### config.mk
export PLATFORM = sky130hd
export DESIGN_NAME = uart_rx
export DESIGN_NICKNAME = d
export VERILOG_FILES = /design/src/rtl/uart_pkg.sv /design/src/rtl/uart_rx_sampler.sv /design/src/rtl/uart_rx.sv
export SDC_FILE = /design/constraint.sdc
export NUM_CORES = 1
export LEC_CHECK = 0
export ABC_AREA = 1
export BUFFER_PORTS_ARGS = -buffer_cell sky130_fd_sc_hd__buf_4
export CAP_MARGIN = 5
export CORE_ASPECT_RATIO = 0.5
export CORE_UTILIZATION = 30
export DETAILED_ROUTE_END_ITERATION = 10
export SLEW_MARGIN = 20
export SYNTH_ARGS = -nofsm -noshare
export SYNTH_HDL_FRONTEND = slang
export SYNTH_HIERARCHICAL = 1
export SYNTH_SLANG_ARGS = --single-unit
### constraint.sdc
create_clock -name clk -period 2.1 [get_ports clk]
set_input_delay 0.105 -clock clk [delete_from_list [all_inputs] [get_ports clk]]
set_output_delay 0.105 -clock clk [all_outputs]
set_load 0.02 [all_outputs]
### src/rtl/uart_pkg.sv
// Shared UART definitions: receiver state encoding, parity encodings and default frame geometry.
package uart_pkg;

    localparam int unsigned UART_DATA_WIDTH = 8;
    localparam int unsigned UART_OVERSAMPLE = 8;

    localparam logic UART_PARITY_EVEN = 1'b1;
    localparam logic UART_PARITY_ODD  = 1'b0;

    typedef enum logic [2:0] {
        RX_IDLE      = 3'd0,
        RX_START     = 3'd1,
        RX_DATA      = 3'd2,
        RX_PARITY    = 3'd3,
        RX_STOP      = 3'd4,
        RX_WAIT_IDLE = 3'd5
    } uart_rx_state_t;

    function automatic logic maj3(input logic a, input logic b, input logic c);
        return (a & b) | (a & c) | (b & c);
    endfunction

endpackage

### src/rtl/uart_rx_sampler.sv
// RX line synchronizer, per-bit sample counter and 3-sample majority vote around the bit centre.
module uart_rx_sampler
    import uart_pkg::*;
#(
    parameter int unsigned OVERSAMPLE = UART_OVERSAMPLE
) (
    input  logic clk,
    input  logic rst_n,
    input  logic RX_IN,
    input  logic idle,
    input  logic active,
    output logic rx_s,
    output logic bit_val,
    output logic bit_strobe,
    output logic bit_end
);

    localparam int unsigned CW = $clog2(OVERSAMPLE);
    localparam logic [CW-1:0] C_S0   = CW'(OVERSAMPLE / 2 - 1);
    localparam logic [CW-1:0] C_S1   = CW'(OVERSAMPLE / 2);
    localparam logic [CW-1:0] C_DEC  = CW'(OVERSAMPLE / 2 + 1);
    localparam logic [CW-1:0] C_LAST = CW'(OVERSAMPLE - 1);

    logic          r_sync1;
    logic          r_sync2;
    logic [CW-1:0] r_cnt;
    logic          r_s0;
    logic          r_s1;

    assign rx_s = r_sync2;

    always_ff @(posedge clk or negedge rst_n) begin
        if (!rst_n) begin
            r_sync1 <= 1'b1;
            r_sync2 <= 1'b1;
        end else begin
            r_sync1 <= RX_IN;
            r_sync2 <= r_sync1;
        end
    end

    // The IDLE cycle that first sees rx_s low is count 0 of the start bit,
    // so the counter leaves IDLE already at 1.
    always_ff @(posedge clk or negedge rst_n) begin
        if (!rst_n) begin
            r_cnt <= '0;
        end else if (idle) begin
            r_cnt <= rx_s ? '0 : CW'(1);
        end else if (active) begin
            r_cnt <= (r_cnt == C_LAST) ? '0 : r_cnt + CW'(1);
        end else begin
            r_cnt <= '0;
        end
    end

    always_ff @(posedge clk or negedge rst_n) begin
        if (!rst_n) begin
            r_s0 <= 1'b1;
            r_s1 <= 1'b1;
        end else if (active) begin
            if (r_cnt == C_S0) r_s0 <= rx_s;
            if (r_cnt == C_S1) r_s1 <= rx_s;
        end
    end

    assign bit_val    = maj3(r_s0, r_s1, rx_s);
    assign bit_strobe = active && (r_cnt == C_DEC);
    assign bit_end    = active && (r_cnt == C_LAST);

endmodule

### src/rtl/uart_rx.sv
// UART receiver: start/data/parity/stop framing with one-cycle valid and error pulses.
// Optional parity checking is built only when UART_RX_PARITY_EN is defined.
module uart_rx
    import uart_pkg::*;
#(
    parameter int unsigned DATA_WIDTH = UART_DATA_WIDTH,
    parameter int unsigned OVERSAMPLE = UART_OVERSAMPLE
) (
    input  logic                  clk,
    input  logic                  rst_n,
    input  logic                  RX_IN,
    input  logic                  parity_enable,
    input  logic                  parity_type,
    output logic [DATA_WIDTH-1:0] P_DATA,
    output logic                  Data_Valid,
    output logic                  parity_error,
    output logic                  stop_error,
    output logic                  busy
);

    localparam int unsigned BW = (DATA_WIDTH > 1) ? $clog2(DATA_WIDTH) : 1;
    localparam logic [BW-1:0] LAST_BIT = BW'(DATA_WIDTH - 1);

    uart_rx_state_t        r_state;
    logic [DATA_WIDTH-1:0] r_shift;
    logic [DATA_WIDTH-1:0] r_data;
    logic [BW-1:0]         r_bitcnt;
    logic                  r_dv;
    logic                  r_se;
    logic                  w_rx_s;
    logic                  w_bit_val;
    logic                  w_bit_strobe;
    logic                  w_bit_end;
    logic                  w_idle;
    logic                  w_active;

`ifdef UART_RX_PARITY_EN
    logic r_pen;
    logic r_ptype;
    logic r_par_bad;
    logic r_pe;
    logic w_par_exp;

    assign w_par_exp    = (^r_shift) ^ ~r_ptype;
    assign parity_error = r_pe;
`else
    logic w_unused_parity;

    assign w_unused_parity = parity_enable ^ parity_type;
    assign parity_error    = 1'b0;
`endif

    assign w_idle     = (r_state == RX_IDLE);
    assign w_active   = (r_state == RX_START) || (r_state == RX_DATA) ||
                        (r_state == RX_PARITY) || (r_state == RX_STOP);
    assign busy       = !w_idle;
    assign P_DATA     = r_data;
    assign Data_Valid = r_dv;
    assign stop_error = r_se;

    uart_rx_sampler #(
        .OVERSAMPLE(OVERSAMPLE)
    ) u_sampler (
        .clk       (clk),
        .rst_n     (rst_n),
        .RX_IN     (RX_IN),
        .idle      (w_idle),
        .active    (w_active),
        .rx_s      (w_rx_s),
        .bit_val   (w_bit_val),
        .bit_strobe(w_bit_strobe),
        .bit_end   (w_bit_end)
    );

    always_ff @(posedge clk or negedge rst_n) begin
        if (!rst_n) begin
            r_state   <= RX_IDLE;
            r_shift   <= '0;
            r_data    <= '0;
            r_bitcnt  <= '0;
            r_dv      <= 1'b0;
            r_se      <= 1'b0;
`ifdef UART_RX_PARITY_EN
            r_pen     <= 1'b0;
            r_ptype   <= 1'b0;
            r_par_bad <= 1'b0;
            r_pe      <= 1'b0;
`endif
        end else begin
            r_dv <= 1'b0;
            r_se <= 1'b0;
`ifdef UART_RX_PARITY_EN
            r_pe <= 1'b0;
`endif
            case (r_state)
                RX_IDLE: begin
                    if (!w_rx_s) begin
                        r_state  <= RX_START;
                        r_bitcnt <= '0;
`ifdef UART_RX_PARITY_EN
                        r_pen     <= parity_enable;
                        r_ptype   <= parity_type;
                        r_par_bad <= 1'b0;
`endif
                    end
                end
                RX_START: begin
                    if (w_bit_strobe && w_bit_val) begin
                        r_state <= RX_IDLE;
                    end else if (w_bit_end) begin
                        r_state <= RX_DATA;
                    end
                end
                RX_DATA: begin
                    if (w_bit_strobe) begin
                        r_shift <= {w_bit_val, r_shift[DATA_WIDTH-1:1]};
                    end
                    if (w_bit_end) begin
                        if (r_bitcnt == LAST_BIT) begin
`ifdef UART_RX_PARITY_EN
                            r_state <= r_pen ? RX_PARITY : RX_STOP;
`else
                            r_state <= RX_STOP;
`endif
                        end else begin
                            r_bitcnt <= r_bitcnt + BW'(1);
                        end
                    end
                end
`ifdef UART_RX_PARITY_EN
                RX_PARITY: begin
                    if (w_bit_strobe && (w_bit_val != w_par_exp)) begin
                        r_par_bad <= 1'b1;
                    end
                    if (w_bit_end) begin
                        r_state <= RX_STOP;
                    end
                end
`endif
                // Leave at the decision point so a start bit right after stop is caught.
                RX_STOP: begin
                    if (w_bit_strobe) begin
                        r_state <= RX_IDLE;
                        if (!w_bit_val) begin
                            r_se    <= 1'b1;
                            r_state <= RX_WAIT_IDLE;
                        end
`ifdef UART_RX_PARITY_EN
                        else if (r_par_bad) begin
                            r_pe <= 1'b1;
                        end
`endif
                        else begin
                            r_data <= r_shift;
                            r_dv   <= 1'b1;
                        end
                    end
                end
                RX_WAIT_IDLE: begin
                    if (w_rx_s) begin
                        r_state <= RX_IDLE;
                    end
                end
                default: r_state <= RX_IDLE;
            endcase
        end
    end

endmodule

==> flow_summary.yaml, run 1 <==
outcome:
  outcome: "finished clean"
clock_tree:
  cts_root_buf: "clkbuf_8"
  hold_buffers: 2
  cts_setup_buffers: 0
  htree_num_levels: 2
  numCtsBuffers: 5
  clk_pin_slew_ns: 0.07
  clock-sinks: 31
  cts_tree: "done"
  postCtsResizedCells: 0
  cts_max_path_buffers: 2
  clock_latency_ns: 0.28
yosys:
  yosys-top-cells-area: "dfrtp_1 (44%), nand2_1 (11%), o21ai_2 (8.5%)"
  syn_nets: 184
  synth_area_um2: 1550
  synthFlopType: "dfrtp_1"
  syn_area_per_cell_um2: 8.99
  ys_seq_area_share_pct: 50.5
  synth_cells: 172
  synth_cell_types: 22
  synth_top_area_share_pct: 43.7
  synth_edf_count: 0
  yosysTopAreaCell: "dfrtp_1"
  synthArstFlopShare_pct: 100
  yosys_warnings: 6
  ys_ff_latch: 31
timing:
  setup-tns-final_ns: 0
  fin_ws_ns: 0.203
  setup_viol: 0
  timing.final.crit_period_ns: 1.90
  slew_viol_final: 0
  finalCritPeriodShare_pct: 90.3
  rsz0062_at_grt: "false"
  max_freq_ghz: 0.527
  final.setup_skew_ns: 0.00399
  final_hold_viol_count: 0
floorplan:
  fp-row-count: 18
  core_area_um2: 4930
  ios: 17
  start_util_pct: 31.4
  dieHeight_um: 52.8
  die_area_um2: 5460
  die_w_um: 104
global_routing:
  grt_pass1_vias: 1101
  use_met1_pct: 13.6
  globalRouteOverflowTotal: 0
  busiest_layer: "met2"
  grt_usage_pct: 11.8
  use_met2_pct: 20.0
  met3_usage_pct: 4.84
  antenna_found_initial: 0
  grt_pass1_wl_mm: 4.90
  grt_max_degree: 32
worst_setup_path:
  crit_fanout: 16
  end_kind: "flip-flop"
  cp_data_required_time_ns: 2.27
  path_class: "flip-flop to flip-flop"
  cp-start-kind: "flip-flop"
  arrival_ns: 2.07
drt:
  wire_per_inst_um: 10.2
  dr.pass1.iters: 4
  drc: 0
  routed_wirelength_mm: 2.68
  drtIter0Drc: 53
  num_vias: 1124
  antenna_left: 0
  avgViaCountPerCell: 4.27
final_layout:
  multiInputGateArea_um2: 634
  antenna_cells: 0
  area_growth_pct: 18.5
  final_nets: 204
  drive_gt1_share_pct: 28.5
  nFillCells: 511
  seqCellArea_um2: 781
flow_run:
  cap_violations: 0
placement:
  gp_congestion: 0.832
  dpl_worst_slack_ns: 0.244
  hpwl_mm: 1.89
  io_buffers: 13
power:
  peakVddDrop_mv: 0.275
  power.density_nw_per_um2: 1040
  total_leakage_power_nw: 0.918
worst_hold_path:
  hold_class: "input pin to async pin"
==> worst paths after layout <==
kind / start / to / slack, ns / cells past startpoint
worst min register to register: u_sampler/r_sync1 / u_sampler/rx_s / 0.36 / 0
max in group asynchronous: rst_n / u_sampler/r_s1 / 1.48 / 2
worst min-delay path: rst_n / u_sampler/r_cnt[1] / 0.29 / 2
min in group clk: u_sampler/r_sync1 / u_sampler/rx_s / 0.36 / 0
worst max-delay path: r_state[0] / P_DATA[3] / 0.20 / 9
worst max register to register: r_state[0] / P_DATA[3] / 0.20 / 9
==> layer usage <==
metal	share of wire, %	vias up	routed length, µm
met5	0	-	0
li1	-	574	-
met1	48	527	1300
met4	1.3	0	34
met2	47	18	1250
met3	3.6	5	97
==> cell families (layout without fill, tap and decap cells) <==
logic type / after synthesis / in the layout / share of synthesized area, %
buffers and inverters: 30 / 51 / 8.50
AO/OA/AOI/OAI: 26 / 26 / 12.1
AND/OR/NAND/NOR: 77 / 77 / 23.1
flip-flops: 31 / 31 / 50.5
other: 1 / 1 / 0.242
adder cells (fa/ha/maj): 7 / 7 / 5.66
==> worst max-delay path, cell delays in order, from the launching register on <==
cell and delay, ns:
dfrtp_1 0.47, nor2_4 0.19, nand2_4 0.08, nand2_1 0.20
inv_2 0.08, nor2_1 0.15, buf_4 0.18, nand3_4 0.22
nand2_1 0.15, o21ai_2 0.06
==> stage by stage <==
| step | hold WS (ns) | total power [mW] | std cells | area, µm² | util [%] |
|---|---|---|---|---|---|
| 2_1_floorplan | -0.191 | 1.24 | 172 | 1550 | - |
| 3_3_place_gp | 0.0608 | 1.37 | 253 | 1710 | 34.7 |
| 3_5_place_dp | 0.0675 | 1.38 | 253 | 1710 | 34.7 |
| 4_1_cts | 0.298 | 1.93 | 263 | 1830 | 37.2 |
| 5_1_grt | 0.328 | 2.07 | 263 | 1830 | 37.2 |
| 6_report | 0.286 | 1.91 | 263 | 1830 | 37.2 |
==> flip-flops by register name, summed over array words and instances, names as in the netlist <==
name	flops
u_sampler/r_s0	1
stop_error	1
u_sampler/r_cnt	3
Data_Valid	1
r_state	3
r_bitcnt	3
u_sampler/rx_s	1
P_DATA	8
u_sampler/r_sync1	1
r_shift	8
u_sampler/r_s1	1
==> cell usage in the layout, fill, tap and decap left out <==
cell type / n
o21ai_2: 15
nor2_2: 4
ha_1: 7
buf_4: 14
nand2_2: 3
o21ai_0: 7
dlygate4sd3_1: 2
conb_1: 1
nand3_4: 1
nand2_1: 45
dfstp_2: 4
nand3_1: 7
clkbuf_8: 7
a21oi_1: 3
o21ai_1: 1
clkinvlp_4: 1
dfrtp_1: 27
nor3_1: 2
inv_1: 24
nand4_1: 1
nor2_4: 1
inv_2: 3
nand2_4: 2
nor2_1: 11
==> where the power goes <==
part	switching [mW]	internal (mW)
logic	0.399	0.204
registers	0.0870	0.694
clock network	0.225	0.298
total	0.710	1.20
==> cell usage after synthesis, types with 3 or more instances <==
cell type and n:
a21oi_1 3, dfrtp_1 27, dfstp_2 4, ha_1 7, inv_1 24, inv_2 3, nand2_1 45, nand2_2 3
nand3_1 7, nor2_1 11, nor2_2 4, o21ai_0 7, o21ai_2 15
==> final cells by class <==
class / count / share of cell area, %
Clock buffer: 7 / 5.26
Clock inverter: 1 / 0.410
Inverter: 27 / 5.53
Multi-Input combinational cell: 111 / 34.6
Sequential cell: 31 / 42.6
Tap cell: 70 / 4.78
Timing Repair Buffer: 16 / 6.83
No activity file was read; power rests on OpenSTA's default activity.
==> inputs of run 2 (changes only) <==
Settings changed: CORE_ASPECT_RATIO 0.5 to not set.
==> run 2 against run 1 <==
  * Sequential power about the same
  * Critical path depth up 4
  * Routed wire length down 3.5%
  * Clock power down 3%
  * Fmax up 4.2%
  * Register-to-register slack better by 0.08 ns
  * Clock-buffer cell count up 1
  * Largest power group unchanged
==> flow_summary.yaml, run 2 (synthesis results as in run 1) <==
global_routing:
  use_met1_pct: 14.4
  grt_max_degree: 32
  met3_usage_pct: 5.76
  use_met2_pct: 17.8
  grt_usage_pct: 11.7
  grt_pass1_vias: 1085
  busiest_layer: "met2"
  antenna_found_initial: 0
  grt_pass1_wl_mm: 4.64
  globalRouteOverflowTotal: 0
clock_tree:
  clock-sinks: 31
  cts_root_buf: "clkbuf_8"
  numCtsBuffers: 5
  clock_latency_ns: 0.28
  cts_tree: "done"
  hold_buffers: 2
  cts_setup_buffers: 0
  htree_num_levels: 2
  clk_pin_slew_ns: 0.06
  cts_max_path_buffers: 2
  postCtsResizedCells: 0
final_layout:
  drive_gt1_share_pct: 28.4
  stdcell_area_um2: 1830
  layout_commonest_cell: "nand2_1"
  final_cell_mix: "nand2_1 (45), dfrtp_1 (27), inv_1 (24), o21ai_2 (15), buf_4 (15)"
  antenna_cells: 0
  final_nets: 205
  nFillCells: 517
  final_util_pct: 37.8
  area_growth_pct: 18.5
placement:
  gp_congestion: 0.793
  io_buffers: 13
  dpl_cell_area_um2: 1710
  hpwl_mm: 1.86
timing:
  final.setup_skew_ns: 0.00383
  rsz0062_at_grt: "false"
  slew_viol_final: 0
  setup-tns-final_ns: 0
  max_freq_ghz: 0.549
  finalCritPeriodShare_pct: 86.7
  setup_viol: 0
  timing.final.crit_period_ns: 1.82
  final_hold_viol_count: 0
worst_setup_path:
  crit_fanout: 6
  cp_top_family: "simple AND/OR/NAND/NOR gates"
  crit-reg2reg-launch: "r_state[0]"
  cp_cell_sequence: "nor2_4 > nand2_4 > nand2_1 > inv_2 > nor2_1 > buf_4 > nand2_1 > nand2_1 > nor2_1 > a21oi_1 > nand2_1 > nand2_1 > nand2_1"
  path_class: "flip-flop to flip-flop"
  end_kind: "flip-flop"
  path_buf_inv: 2
  cp_data_required_time_ns: 2.27
  arrival_ns: 1.99
  cp-start-kind: "flip-flop"
  critPathSlowestCell: "dfrtp_1"
  max_stage_delay_ns: 0.47
  cpMostUsedCell: "nand2_1"
  startpoint: "r_state[0]"
power:
  peakVddDrop_mv: 0.550
  power.density_nw_per_um2: 1040
  total_leakage_power_nw: 0.923
floorplan:
  die_w_um: 73.8
  dieHeight_um: 73.8
  start_util_pct: 31.9
  ios: 17
  core_area_um2: 4850
  die_area_um2: 5450
  fp-row-count: 25
worst_hold_path:
  hold_class: "input pin to async pin"
flow_run:
  cap_violations: 0
drt:
  wire_per_inst_um: 9.91
  antenna_left: 0
  drc: 0
  drtIter0Drc: 59
  dr.pass1.iters: 4
  routed_wirelength_mm: 2.59
  num_vias: 1108
  avgViaCountPerCell: 4.25
outcome:
  outcome: "finished clean"
==> run 2: cell count changes in the layout (fill, tap and decap cells not counted) <==
cell        delta
buf_4          +1
clkbuf_1       +1
clkinvlp_4     -1
==> run 2: power by group <==
part           switching [mW]  total [mW]  leakage (nW)  internal (mW)
sequential             0.0882       0.782         0.413          0.694
combinational           0.391       0.610         0.459          0.219
clock                   0.209       0.508        0.0515          0.299
==> run 2: final cells by class <==
type	count	area (µm²)	area share, %
flip-flops and latches	31	781	42.6
multi-input cells	111	634	34.6
repair buffers	17	133	7.24
inverters	27	101	5.53
clock buffers	8	100	5.46
well taps	67	83.8	4.57
==> run 2: final timing paths <==
path	endpoint	slack [ns]	cells past startpoint
worst min register to register	u_sampler/rx_s	0.35	0
worst max-delay path	r_state[0]	0.28	13
worst max register to register	r_state[0]	0.28	13
min in group clk	u_sampler/rx_s	0.35	0
worst min-delay path	u_sampler/r_cnt[2]	0.29	2
max in group asynchronous	u_sampler/r_s1	1.49	2
==> run 2: per-layer routing <==
metal | vias up | wire length (µm)
li1 | 573 | -
met1 | 514 | 1310
met2 | 17 | 1150
met3 | 4 | 101
met4 | 0 | 25
met5 | - | 0
==> run 2: per-stage QoR <==
stage,cells,worst slack (ns),hold slack [ns],power (mW)
5_1_grt,261,0.0974,0.314,2.05
2_1_floorplan,172,0.237,-0.191,1.24
3_3_place_gp,251,0.287,0.0636,1.39
4_1_cts,261,0.264,0.302,1.93
3_5_place_dp,251,0.282,0.0647,1.41
6_report,261,0.280,0.291,1.90
==> inputs of run 3 (changes only) <==
--- a/config.mk
+++ b/config.mk
@@ -10,2 +10,3 @@
 export CAP_MARGIN = 5
+export CORE_ASPECT_RATIO = 1.2
 export CORE_UTILIZATION = 30
==> constraint.sdc (replaced) <==
create_clock -name clk -period 2.1 [get_ports clk]
set_input_delay 0.63 -clock clk [delete_from_list [all_inputs] [get_ports clk]]
set_output_delay 0.63 -clock clk [all_outputs]
set_load 0.02 [all_outputs]
==> run 3 against run 2 <==
  * Power up 1.2%
  * Clock power up 3%
  * Register-to-register slack barely moved
  * Sequential share of layout area grew 0.59 points
  * Critical path depth shrank 10
==> flow_summary.yaml, run 3 (synthesis results as in run 1) <==
outcome:
  outcome: "finished clean"
clock_tree:
  numCtsBuffers: 5
  cts_root_buf: "clkbuf_8"
  htree_num_levels: 2
  clock_latency_ns: 0.28
  cts_setup_buffers: 0
  clk_pin_slew_ns: 0.06
  postCtsResizedCells: 0
  hold_buffers: 0
  clock-sinks: 31
  cts_max_path_buffers: 2
  cts_tree: "done"
power:
  p_clk_share_pct: 27.3
  power.density_nw_per_um2: 1060
  total_leakage_power_nw: 0.914
  comb_power_share_pct: 32.2
  power_switching_mw: 0.713
  seq_power_share_pct: 40.5
  peakVddDrop_mv: 0.442
  p_int_mw: 1.21
  swShare_pct: 37.1
final_layout:
  final_cell_mix: "nand2_1 (45), dfrtp_1 (27), inv_1 (24), o21ai_2 (15), buf_4 (15)"
  layout_commonest_cell: "nand2_1"
  multiInputGateArea_um2: 634
  stdcell_area_um2: 1810
  area_growth_pct: 16.9
  nFillCells: 503
  antenna_cells: 0
  drive_gt1_share_pct: 29.2
  seqCellArea_um2: 781
  final_nets: 203
drt:
  dr_wl_met3_um: 113
  antenna_left: 0
  num_vias: 1128
  top_layer_used: "met4"
  drc: 0
  drtIter0Drc: 28
  route.layer.met1.wl_mm: 1.16
  wire_per_inst_um: 10.7
  avgViaCountPerCell: 4.48
  dr.pass1.iters: 4
  wl_met2_mm: 1.35
  routed_wirelength_mm: 2.69
worst_setup_path:
  cp_cell_sequence: "nor2_4 > nand2_1 > buf_4"
  max_stage_delay_ns: 0.47
  crit_fanout: 6
  cp-start-kind: "flip-flop"
  path_class: "flip-flop to output port"
  cp_data_required_time_ns: 1.47
  critPathSlowestCell: "dfrtp_1"
  arrival_ns: 1.29
  end_kind: "output port"
floorplan:
  die_w_um: 67.5
  fp-row-count: 28
  core_area_um2: 4940
  die_area_um2: 5450
  start_util_pct: 31.3
  ios: 17
  dieHeight_um: 80.7
global_routing:
  antenna_found_initial: 0
  globalRouteOverflowTotal: 0
  grt_max_degree: 32
  grt_pass1_wl_mm: 4.84
  grt_usage_pct: 12.3
  grt_pass1_vias: 1118
timing:
  finalCritPeriodShare_pct: 91.3
  setup_viol: 0
  setup-tns-final_ns: 0
  slew_viol_final: 0
  max_freq_ghz: 0.522
  final_hold_viol_count: 0
  final.setup_skew_ns: 0.00258
  timing.final.crit_period_ns: 1.92
  rsz0062_at_grt: "false"
placement:
  hpwl_mm: 1.91
  dpl_cell_area_um2: 1700
  io_buffers: 13
  gp_congestion: 0.828
flow_run:
  cap_violations: 0
worst_hold_path:
  hold_class: "input pin to async pin"
## run 3: changes by cell type in the layout (fill, tap and decap cells not counted)
cell / delta
dlygate4sd3_1: -2
clkbuf_1: -1
clkinvlp_4: +1
## run 3: final timing paths
check                                  start                 to  slack [ns]  depth (start not counted)
min in group clk           u_sampler/r_sync1     u_sampler/rx_s        0.36                          0
max in group asynchronous              rst_n  u_sampler/r_sync1        1.51                          1
max reg2reg                       r_state[0]          P_DATA[1]        0.27                          9
min reg2reg                u_sampler/r_sync1     u_sampler/rx_s        0.36                          0
max                               r_state[0]               busy        0.18                          3
min                                    rst_n          P_DATA[6]        0.27                          1
## run 3: power groups by stage
stage          clock (mW)  combinational (mW)  sequential, mW
3_3_place_gp            0               0.606           0.789
2_1_floorplan           0               0.464           0.772
5_1_grt             0.565               0.720           0.792
6_report            0.524               0.620           0.778
4_1_cts             0.543               0.625           0.779
3_5_place_dp            0               0.620           0.789
## run 3: per-layer routing
layer | global-route usage (%) | vias up
li1 | - | 572
met1 | 13.3 | 522
met2 | 20.3 | 26
met3 | 3.84 | 8
met4 | 7.66 | 0
met5 | 0 | -
## run 3: cell type report
class	count	share of cell area, %
inverters	27	5.61
clock inverters	1	0.415
flip-flops and latches	31	43.2
repair buffers	15	6.23
clock buffers	7	5.33
multi-input cells	111	35.1
well taps	60	4.15
## run 3: metrics by stage
step                worst slack [ns]  std cells  util, %  hold slack, ns  power [mW]
floorplan                      0.237        172        -           0.334        1.24
global placement               0.297        244     34.5           0.346        1.40
detailed placement             0.275        244     34.5           0.347        1.41
CTS                            0.197        252     36.6           0.282        1.95
global route                  0.0979        252     36.6           0.293        2.08
finish                         0.183        252     36.6           0.270        1.92
## run 3: worst max-delay path: cells and delay by family, from the launching register on
kind / cells / cell delay, ns
buffers and inverters: 1 / 0.19
and+or+nand+nor: 2 / 0.34
DFF: 1 / 0.47
